--- src/rtl/chip8_pkg.sv ---
// Shared CHIP-8 video constants: framebuffer geometry, memory-port widths, scan FSM encoding.
// Latency: n/a (package only).
// Backpressure: n/a (package only).
package chip8_pkg;

    // Framebuffer geometry: 64 x 32 monochrome, one bit per pixel, MSB is leftmost.
    localparam logic [15:0] SCREEN_START_DEFAULT = 16'h0100;
    localparam int          SCREEN_W             = 64;
    localparam int          SCREEN_H             = 32;
    localparam int          SCREEN_BYTES_PER_ROW = 8;

    // Shared byte-wide memory port.
    localparam int MEM_ADDR_W = 16;
    localparam int MEM_DATA_W = 8;

    // Tag widths for a streamed framebuffer byte.
    localparam int ROW_W = 5;
    localparam int COL_W = 3;

    // Scan FSM encoding, kept as plain constants so older tools can consume it.
    typedef logic [1:0] state_t;
    localparam state_t ST_IDLE    = 2'd0;
    localparam state_t ST_ISSUE   = 2'd1;
    localparam state_t ST_CAPTURE = 2'd2;
    localparam state_t ST_OUTPUT  = 2'd3;

endpackage

--- src/rtl/screen_reader.sv ---
// Scans the CHIP-8 framebuffer over the shared memory port and streams bytes tagged with row/col.
// Latency: first out_valid 4 cycles after start (grant held); steady state one byte per 4 cycles.
// Backpressure: out_* held while out_valid && !out_ready; no new read is issued until acceptance.
//
// Ports:
//   clk, rst_n                 clock, asynchronous active-low reset
//   start / ready / frame_done frame control: start sampled in IDLE, ready = IDLE, done pulse
//   mem_grant / mem_read / mem_addr / mem_read_byte
//                              read-only memory port; data arrives the cycle after mem_read
//   out_valid / out_ready / out_byte / out_row / out_col / out_first / out_last
//                              byte stream to the display driver
//
// Build option: define SCREEN_READER_CONTINUOUS_EN to rescan frames back to back after one start.
module screen_reader
    import chip8_pkg::*;
#(
    parameter logic [MEM_ADDR_W-1:0] SCREEN_START = SCREEN_START_DEFAULT,
    parameter int                    SCREEN_BYTES = 256   // power of two, 8..256
) (
    input  logic                  clk,
    input  logic                  rst_n,
    input  logic                  start,
    output logic                  ready,
    output logic                  frame_done,
    input  logic                  mem_grant,
    output logic                  mem_read,
    output logic [MEM_ADDR_W-1:0] mem_addr,
    input  logic [MEM_DATA_W-1:0] mem_read_byte,
    output logic                  out_valid,
    input  logic                  out_ready,
    output logic [MEM_DATA_W-1:0] out_byte,
    output logic [ROW_W-1:0]      out_row,
    output logic [COL_W-1:0]      out_col,
    output logic                  out_first,
    output logic                  out_last
);

    // An 8-bit index covers the largest legal frame; smaller frames leave upper bits zero,
    // so row/col can always be sliced straight out of the index.
    localparam int               IDX_W    = 8;
    localparam logic [IDX_W-1:0] LAST_IDX = IDX_W'(SCREEN_BYTES - 1);

    state_t           state;
    logic [IDX_W-1:0] idx;

    assign ready = (state == ST_IDLE);

    always_ff @(posedge clk or negedge rst_n) begin
        if (!rst_n) begin
            state      <= ST_IDLE;
            idx        <= '0;
            frame_done <= 1'b0;
            mem_read   <= 1'b0;
            mem_addr   <= '0;
            out_valid  <= 1'b0;
            out_byte   <= '0;
            out_row    <= '0;
            out_col    <= '0;
            out_first  <= 1'b0;
            out_last   <= 1'b0;
        end else begin
            // Strobes and the address bus are single-cycle; they fall back to zero unless set below.
            mem_read   <= 1'b0;
            mem_addr   <= '0;
            frame_done <= 1'b0;

            case (state)
                ST_IDLE: begin
                    if (start) begin
                        idx   <= '0;
                        state <= ST_ISSUE;
                    end
                end

                ST_ISSUE: begin
                    if (mem_grant) begin
                        mem_read <= 1'b1;
                        mem_addr <= SCREEN_START + MEM_ADDR_W'(idx);
                        state    <= ST_CAPTURE;
                    end
                end

                // First CAPTURE cycle has mem_read still high (strobe cycle); the data is
                // on mem_read_byte in the following cycle, once the strobe has dropped.
                ST_CAPTURE: begin
                    if (!mem_read) begin
                        out_byte  <= mem_read_byte;
                        out_row   <= idx[IDX_W-1:COL_W];
                        out_col   <= idx[COL_W-1:0];
                        out_first <= (idx == '0);
                        out_last  <= (idx == LAST_IDX);
                        out_valid <= 1'b1;
                        state     <= ST_OUTPUT;
                    end
                end

                ST_OUTPUT: begin
                    if (out_ready) begin
                        out_valid <= 1'b0;
                        if (idx == LAST_IDX) begin
                            frame_done <= 1'b1;
`ifdef SCREEN_READER_CONTINUOUS_EN
                            idx   <= '0;
                            state <= ST_ISSUE;
`else
                            state <= ST_IDLE;
`endif
                        end else begin
                            idx   <= idx + IDX_W'(1);
                            state <= ST_ISSUE;
                        end
                    end
                end

                default: state <= ST_IDLE;
            endcase
        end
    end

endmodule

--- config.mk ---
export PLATFORM = sky130hd
export DESIGN_NAME = screen_reader
export DESIGN_NICKNAME = d
export VERILOG_FILES = /design/src/rtl/chip8_pkg.sv /design/src/rtl/screen_reader.sv
export SDC_FILE = /design/constraint.sdc
export NUM_CORES = 1
export LEC_CHECK = 0
export CAP_MARGIN = 0
export CORE_ASPECT_RATIO = 1.1
export CORE_UTILIZATION = 47
export DETAILED_ROUTE_END_ITERATION = 12
export GPL_TIMING_DRIVEN = 0
export MAX_ROUTING_LAYER = met4
export PLACE_DENSITY = 0.85
export SLEW_MARGIN = 25
export SYNTH_ARGS = -nofsm -noshare
export SYNTH_HDL_FRONTEND = slang
export SYNTH_SLANG_ARGS = --single-unit
--- constraint.sdc ---
create_clock -name clk -period 2.6 [get_ports clk]
set_input_delay 0.26 -clock clk [delete_from_list [all_inputs] [get_ports clk]]
set_output_delay 0.26 -clock clk [all_outputs]
set_load 0.05 [all_outputs]
==> flow_summary.json, run 1 <==
{
  "synthTopCellsByArea": "dfrtp_1 54%, mux2_2 7.5%, and3_1 4.5%, ha_1 4.2%, nand2_1 3.9%",
  "setup_ws_ps": 397,
  "grt_pass1_wl_microns": 6020,
  "dr.pass1.iters": 4,
  "fin_crit_sh_pct": 84.7,
  "place_area_sq_mm": 0.00234,
  "fillerInstances": 307,
  "drc": 0,
  "pre_cts_slack_ps": 659,
  "cp_slowest_cell": "clkdlybuf4s50_1",
  "tns_ps": 0,
  "post_cts_buffers": 0,
  "root_buffer": "clkbuf_8",
  "gp_congestion": 0.878,
  "max-vdd-ir-drop_v": 0.000683,
  "status": "complete, no violations",
  "rows": 23,
  "cp_cell_sequence": "inv_1 > ha_1 > clkdlybuf4s50_1",
  "ant_nets": 0,
  "track_usage_pct": 21.6,
  "critPathMaxFanout": 6,
  "max_slew.worst_pin.slew_ps": 505,
  "synth_area_sq_mm": 0.00181,
  "crit_buf_inv": 2,
  "nets": 241,
  "avgSynthCellArea_sq_um": 11.0,
  "final_cell_mix": "42 x clkdlybuf4s50_1, 39 x dfrtp_1, 19 x nand2_1, 13 x and3_1, 12 x mux2_2",
  "hold_violations": 0,
  "final_area_sq_mm": 0.00244,
  "io_pins": 51,
  "die_area_sq_mm": 0.00410,
  "clock_path_buffers": 2,
  "power_uw": 2750,
  "hold_class": "in2async",
  "end_kind": "primary output",
  "layout_commonest_cell": "clkdlybuf4s50_1",
  "max_freq_ghz": 0.454,
  "synth_edf_count": 0,
  "drive_above_1_share_pct": 16.1,
  "numPortBuffers": 43,
  "grt_overflow_total": 0,
  "die_h_microns": 67.0,
  "area_delta_synth_final_pct": 35.2,
  "synth_seq_area_share_pct": 54.0,
  "antenna_found_initial": 0,
  "cts_tree": "built",
  "synth_cell_types": 33,
  "cts_buffers": 5,
  "start_kind": "flop",
  "whs_ps": 440,
  "yosys.area.top_type": "dfrtp_1",
  "setup_viol": 0,
  "cp.required_ps": 2340,
  "grt_pass1_vias": 1257,
  "synth_top_area_share_pct": 54.0,
  "place_hpwl_microns": 2710,
  "crit_type": "reg2out",
  "cp.arrival_ps": 1940,
  "max_stage_delay_ps": 840,
  "p_leak_uw": 0.00118,
  "routedWlPerCell_microns": 13.5,
  "die_w_microns": 61.1,
  "cts_resized": 0,
  "clk_pin_slew_ps": 80,
  "power_density_mw_per_mm2": 1120,
  "grt_max_degree": 22,
  "htree_num_levels": 2,
  "first_iter_violations": 35,
  "core_sq_mm": 0.00365,
  "critical-path-top-delay-family": "buffers and inverters",
  "rsz0062_at_grt": "false",
  "slew_headroom_pct": 66.2,
  "via_per_inst": 5.07,
  "n_antenna_cell": 0,
  "ys_seq_elements": 39,
  "cap_viol_max_count": 0,
  "initial_core_util_pct": 49.4,
  "cts.sinks": 39,
  "synthFlopType": "dfrtp_1",
  "clock_skew_ps": 10.1,
  "vias": 1385,
  "async_reset_ff_share_pct": 100,
  "syn_inst": 164,
  "min_period_ps": 2200,
  "final_max_slew_viol_count": 0,
  "yosysWarnings": 0,
  "clk_latency_ps": 300,
  "finalWirelength_microns": 3700
}
repair_timing:
action | 4_1_cts | 5_1_grt
endpoints found under the hold margin | 18 | 0
endpoints found under the setup margin | 0 | 0
hold buffers | 1 | 0
flip-flops by register name (all words and copies together), names as in the netlist, 2 cells and up:
| name | cells |
|---|---|
| mem_addr | 9 |
| idx | 8 |
| state | 2 |
| out_col | 3 |
| out_row | 5 |
| out_byte | 8 |
routing by layer:
metal / track usage [%] / routed length (microns) / vias to the layer above
li1: - / - / 674
met1: 24.6 / 1560 / 650
met2: 34.9 / 1800 / 50
met3: 6.02 / 251 / 11
met4: 9.38 / 78 / 0
met5: - / 0 / -
Yosys cell counts, drive strengths merged (3+ instances only):
cell type   n
a41o        4
dfrtp      39
nor2        5
nor3        5
a31oi       3
clkbuf      5
o21ai       8
inv         8
ha          6
nor2b       4
nand2      19
buf        10
mux2       12
and3       13
nand3       4
kinds of logic (layout without fill, tap and decap cells):
family / after synthesis / count (layout) / synth area share, %
multiplexers: 14 / 14 / 8.59
buffers and inverters: 23 / 76 / 6.58
flip-flops: 39 / 39 / 54.0
other: 1 / 7 / 0.208
AO/OA/AOI/OAI: 22 / 22 / 8.52
AND/OR/NAND/NOR: 59 / 59 / 17.9
adder cells (fa/ha/maj): 6 / 6 / 4.16
metrics by stage:
step | utilization, % | instances
after floorplan | - | 170
after global placement | 63.5 | 263
after detailed placement | 64.2 | 264
after CTS | 66.9 | 273
after global routing | 66.9 | 273
final | 66.9 | 273
final cells by class:
type                       instances  area (sq um)  area share [%]
buffer                            15          88.8            3.64
clock buffer                       5          68.8            2.82
multi-input combinational        108           734            30.1
timing repair buffer              45           463            18.9
clock inverter                     3          20.0           0.819
tap                               50          62.6            2.56
inverter                           8          30.0            1.23
sequential                        39           976            39.9
worst paths after layout:
check	startpoint	endpoint	slack, ps	depth (start not counted)
worst max-delay path	state[1]	ready	400	3
worst min-delay path	rst_n	out_first	440	2
worst max register to register	state[0]	idx[6]	610	6
worst min register to register	out_col[0]	out_col[0]	490	2
max in group asynchronous	rst_n	out_byte[5]	1700	3
min in group clk	out_col[0]	out_col[0]	490	2
report_power, final:
group	internal, uW	switching, uW
clock	186	216
sequential	772	116
combinational	536	920
total	1490	1250
(Power assumes the default switching activity.)
==> run 2, diff against run 1 <==
Settings changed: CORE_UTILIZATION 47 to 42, PLACE_DENSITY 0.85 to 0.8.
Clock period 2.6 ns to 1.9 ns, I/O delays scaled along.
==> run 2 against run 1 <==
Hold slack got worse by 65 ps. Worst setup slack got worse by 360 ps. First-iteration DRC count increased by 100%. Final cell count increased by 0.37%. Sequential power increased by 36%. Clock power increased by 36%. Final area increased by 1.5%. Critical path depth increased by 2. Via count decreased by 0.58%.
==> flow_summary.json, run 2 (same netlist as run 1, synthesis figures left out) <==
{
  "status": "complete, no violations",
  "grt_pass1_wl_microns": 6000,
  "largest_reg_flops": 9,
  "r2r_slack_ps": 40,
  "cap_viol_max_count": 0,
  "die_h_microns": 70.8,
  "io_pins": 51,
  "start_kind": "flop",
  "setup_viol": 0,
  "via_per_inst": 5.03,
  "cts.sinks": 39,
  "end_kind": "flop",
  "core_sq_mm": 0.00405,
  "min_period_ps": 1860,
  "clock_skew_ps": 7.15,
  "cts_tree": "built",
  "cp_cell_sequence": "ha_2 > nor2b_4 > or3_4 > or4_1 > nand3_1",
  "fin_cells": 274,
  "area_delta_synth_final_pct": 37.3,
  "max_freq_ghz": 0.538,
  "cp_slowest_cell": "or4_1",
  "r2r-start": "state[0]",
  "largest_registers": "mem_addr (9), idx (8), out_byte (8)",
  "die_w_microns": 64.5,
  "timing.rr.end": "idx[6]",
  "cp.required_ps": 2130,
  "cts_buffers": 5,
  "layout_commonest_cell": "clkdlybuf4s50_1",
  "initial_core_util_pct": 44.6,
  "rsz0062_at_grt": "false",
  "routedWlPerCell_microns": 13.1,
  "clock_path_buffers": 2,
  "ff2ff_path_depth": 5,
  "critical-path-top-delay-family": "simple AND/OR/NAND/NOR gates",
  "rows": 24,
  "gp_congestion": 0.833,
  "vias": 1377,
  "highest_layer": "met4",
  "wl_met2_microns": 1740,
  "critPathMaxFanout": 8,
  "first_iter_violations": 70,
  "fin_crit_sh_pct": 97.9,
  "hold_class": "in2async",
  "max_stage_delay_ps": 470,
  "drive_above_1_share_pct": 18.9,
  "antenna_found_initial": 0,
  "power_density_mw_per_mm2": 1540,
  "dr.pass1.iters": 4,
  "crit_type": "reg2reg",
  "final_max_slew_viol_count": 0,
  "crit_buf_inv": 0,
  "p_leak_uw": 0.00120,
  "whs_ps": 375,
  "clk_pin_slew_ps": 70,
  "max-vdd-ir-drop_v": 0.000840,
  "cp.arrival_ps": 2090,
  "nets": 241,
  "clk_latency_ps": 290,
  "numPortBuffers": 43,
  "die_area_sq_mm": 0.00457,
  "root_buffer": "clkbuf_8",
  "wl_met1_microns": 1590,
  "place_hpwl_microns": 2620,
  "grt_pass1_vias": 1317,
  "track_usage_pct": 17.8,
  "htree_num_levels": 2,
  "n_antenna_cell": 0,
  "slew_headroom_pct": 66.0,
  "tns_ps": 0,
  "routed-wl-met3_microns": 197,
  "final_util_pct": 61.2,
  "fillerInstances": 339,
  "power_uw": 3830,
  "grt_overflow_total": 0,
  "hold_violations": 0,
  "final_cell_mix": "40 x clkdlybuf4s50_1, 39 x dfrtp_1, 19 x nand2_1, 13 x and3_1, 12 x mux2_2",
  "drc": 0,
  "place_inst": 266,
  "regMostFlops": "mem_addr",
  "ant_nets": 0,
  "max_slew.worst_pin.slew_ps": 508,
  "grt_max_degree": 22,
  "finalWirelength_microns": 3590
}
-- run 2: cell count changes in the layout (fill, tap and decap cells not counted), moves of 2 or more --
cell,previous run,this run
inv_1,8,6
clkdlybuf4s50_1,42,40
clkinvlp_4,2,0
ha_1,6,4
inv_2,0,2
buf_4,8,10
-- run 2: repair_timing --
action | CTS | global route
setup buffers | 1 | 0
resized for setup | 2 | 6
hold endpoints to repair | 18 | 0
hold buffers | 1 | 0
endpoints found under the setup margin | 10 | 5
-- run 2: worst max path at each step --
stage	startpoint	end	slack (ps)	cells after the start
final	state[0]	idx[6]	40	5
after CTS	state[1]	idx[6]	10	6
after global routing	state[0]	idx[6]	10	5
after detailed placement	state[0]	out_byte[7]	-90	6
after floorplan	state[0]	idx[6]	40	6
after global placement	rst_n	mem_addr[3]	-250	1
-- run 2: report_power, final --
part | internal [uW] | switching [uW] | total (uW) | leakage (uW)
clock network | 284 | 263 | 548 | 0.0000470
logic | 784 | 1280 | 2060 | 0.000638
registers | 1060 | 157 | 1210 | 0.000510
total | 2130 | 1700 | 3830 | 0.00120
-- run 2: worst register-to-register path, delay by kind of cell (launching register included) --
family / cells / cell delay, ps
flip-flops: 1 / 420
adder cells (fa/ha/maj): 1 / 260
AND/OR/NAND/NOR: 4 / 1110
-- run 2: layer usage --
| layer | global-route usage, % | up-vias |
|---|---|---|
| met2 | 28.8 | 46 |
| li1 | - | 670 |
| met5 | - | - |
| met3 | 4.35 | 6 |
| met4 | 7.41 | 0 |
| met1 | 21.3 | 655 |
-- run 2: area by class of cell --
type	instances	area (sq um)	share of cell area, %
clock inverter	1	5.00	0.202
timing repair buffer	46	467	18.8
buffer	14	87.6	3.53
tap	52	65.1	2.62
clock buffer	6	82.6	3.33
inverter	8	30.0	1.21
sequential	39	976	39.4
multi-input combinational	108	767	30.9
-- run 2: through the flow --
stage	worst slack [ps]	cell area, sq um
final	40.4	2480
after global routing	11.2	2480
after CTS	10.6	2460
after detailed placement	-92.7	2360
after global placement	-249	2340
after floorplan	40.9	1840
==> edit, RTL diff (flow settings as in run 2) <==
Set the package constant `MEM_ADDR_W` to 18 (it was 16).
--- a/src/rtl/chip8_pkg.sv
+++ b/src/rtl/chip8_pkg.sv
@@ -12,3 +12,3 @@
     // Shared byte-wide memory port.
-    localparam int MEM_ADDR_W = 16;
+    localparam int MEM_ADDR_W = 18;
     localparam int MEM_DATA_W = 8;
Ports: changed (resized mem_addr); port bits go from 51 to 53. No check against the original RTL was run, so the function may have changed too.
==> edit against run 2 <==
Die area is 0.81% higher. Count of clock-buffer cells in the layout is 1 higher. First-iteration DRC count is 16% higher. Routed wire length is 0.95% higher. Highest routed layer unchanged. Total power is 0.82% lower. Final area is 0.40% higher. Sequential cell count stayed put. Worst setup slack worse by 0.014 ns. Clock skew is 0.0026 ns lower. Critical endpoint unchanged. Core utilization is 0.25 points higher. Synthesized area is 0.83% higher. Cell count is 1.5% higher.
==> edit: results (changes against run 2) <==
Pwr
  – P_clk: 0.518 mW (-5.5%)
  – Pleak: 1.22 nW (+1.7%)
  – Net Sw Frac: 45.1% (+0.67 points)
  – Worst IR Drop VDD: 741 µV (-12%)

Finish
  – Share of cells above drive strength 1: 18.1% (-0.78 points)
  – # fillers: 341 (+0.59%)
  – Final net count: 244 (+1.2%)

Logic synthesis
  – Share of the yosys chip area belonging to registers: 53.6% (-0.45 points)
  – Synth top cells by count: dfrtp_1, nand2_1, and3_1
  – Post-Synth Adder-Cell Area: 4.12% (-0.034 points)
  – Synth area leaders: dfrtp_1, mux2_2, and3_1
  – Multiplexer area fraction after synthesis: 8.52% (-0.071 points)

Timing
  – WHS: 0.397 ns (+0.0215 ns)
  – Worst slew margin: 66.1% (+0.085 points)
  – Crit share post-route: 98.6% (+0.75 points)
  – Clk_skew: 0.00459 ns (-0.00255 ns)

Status
  – Status: complete, no violations

Global route
  – Largest net degree at the start of global routing: 24 (+9.1%)
  – Tot GR Track Use: 18.3% (+0.42 points)
  – Global-route wire length before repair: 6.16 mm (+2.6%)
  – Routing usage on met3: 4.84% (+0.48 points)
  – M1 GR Usage: 23.0% (+1.7 points)

Drt
  – DRT met1 WL: 1.59 mm (+0.44%)
  – Met3 wire len: 181 µm (-8.1%)
  – Via-per-instance ratio: 4.97 (-1.1%)

Placement
  – Placed Area: 2380 µm² (+0.95%)

Clock tree
  – Post-CTS sizing: 3 (+1)
  – Post-CTS setup buffers: 0 (-1)
[edit: cell types whose count changed after synthesis]
cell / change
buf_4: +2
[edit: final cells by class]
cell class	count	area share, %
inverters	8	1.21
multi-input cells	110	30.9
plain buffers	16	4.12
repair buffers	45	18.6
well taps	52	2.61
clock inverters	1	0.201
clock buffers	7	3.07
flip-flops and latches	39	39.2
[edit: per-stage QoR]
step | instances | power, mW | util, % | setup slack, ns | TNS, ns
global route | 278 | 4.04 | 61.4 | -0.0260 | -0.0260
finish | 278 | 3.79 | 61.4 | 0.0262 | 0
CTS | 278 | 3.78 | 61.0 | 0.00302 | 0
global placement | 269 | 3.21 | 58.2 | -0.283 | -11.21
floorplan | 174 | 2.66 | - | 0.0409 | 0
detailed placement | 270 | 3.26 | 58.8 | -0.0586 | -0.422
[edit: worst max-delay path: cells and delay by family (launching register included)]
family | cells | cell delay (ns)
flip-flops | 1 | 0.44
adder cells (fa/ha/maj) | 1 | 0.25
AND/OR/NAND/NOR | 4 | 1.12
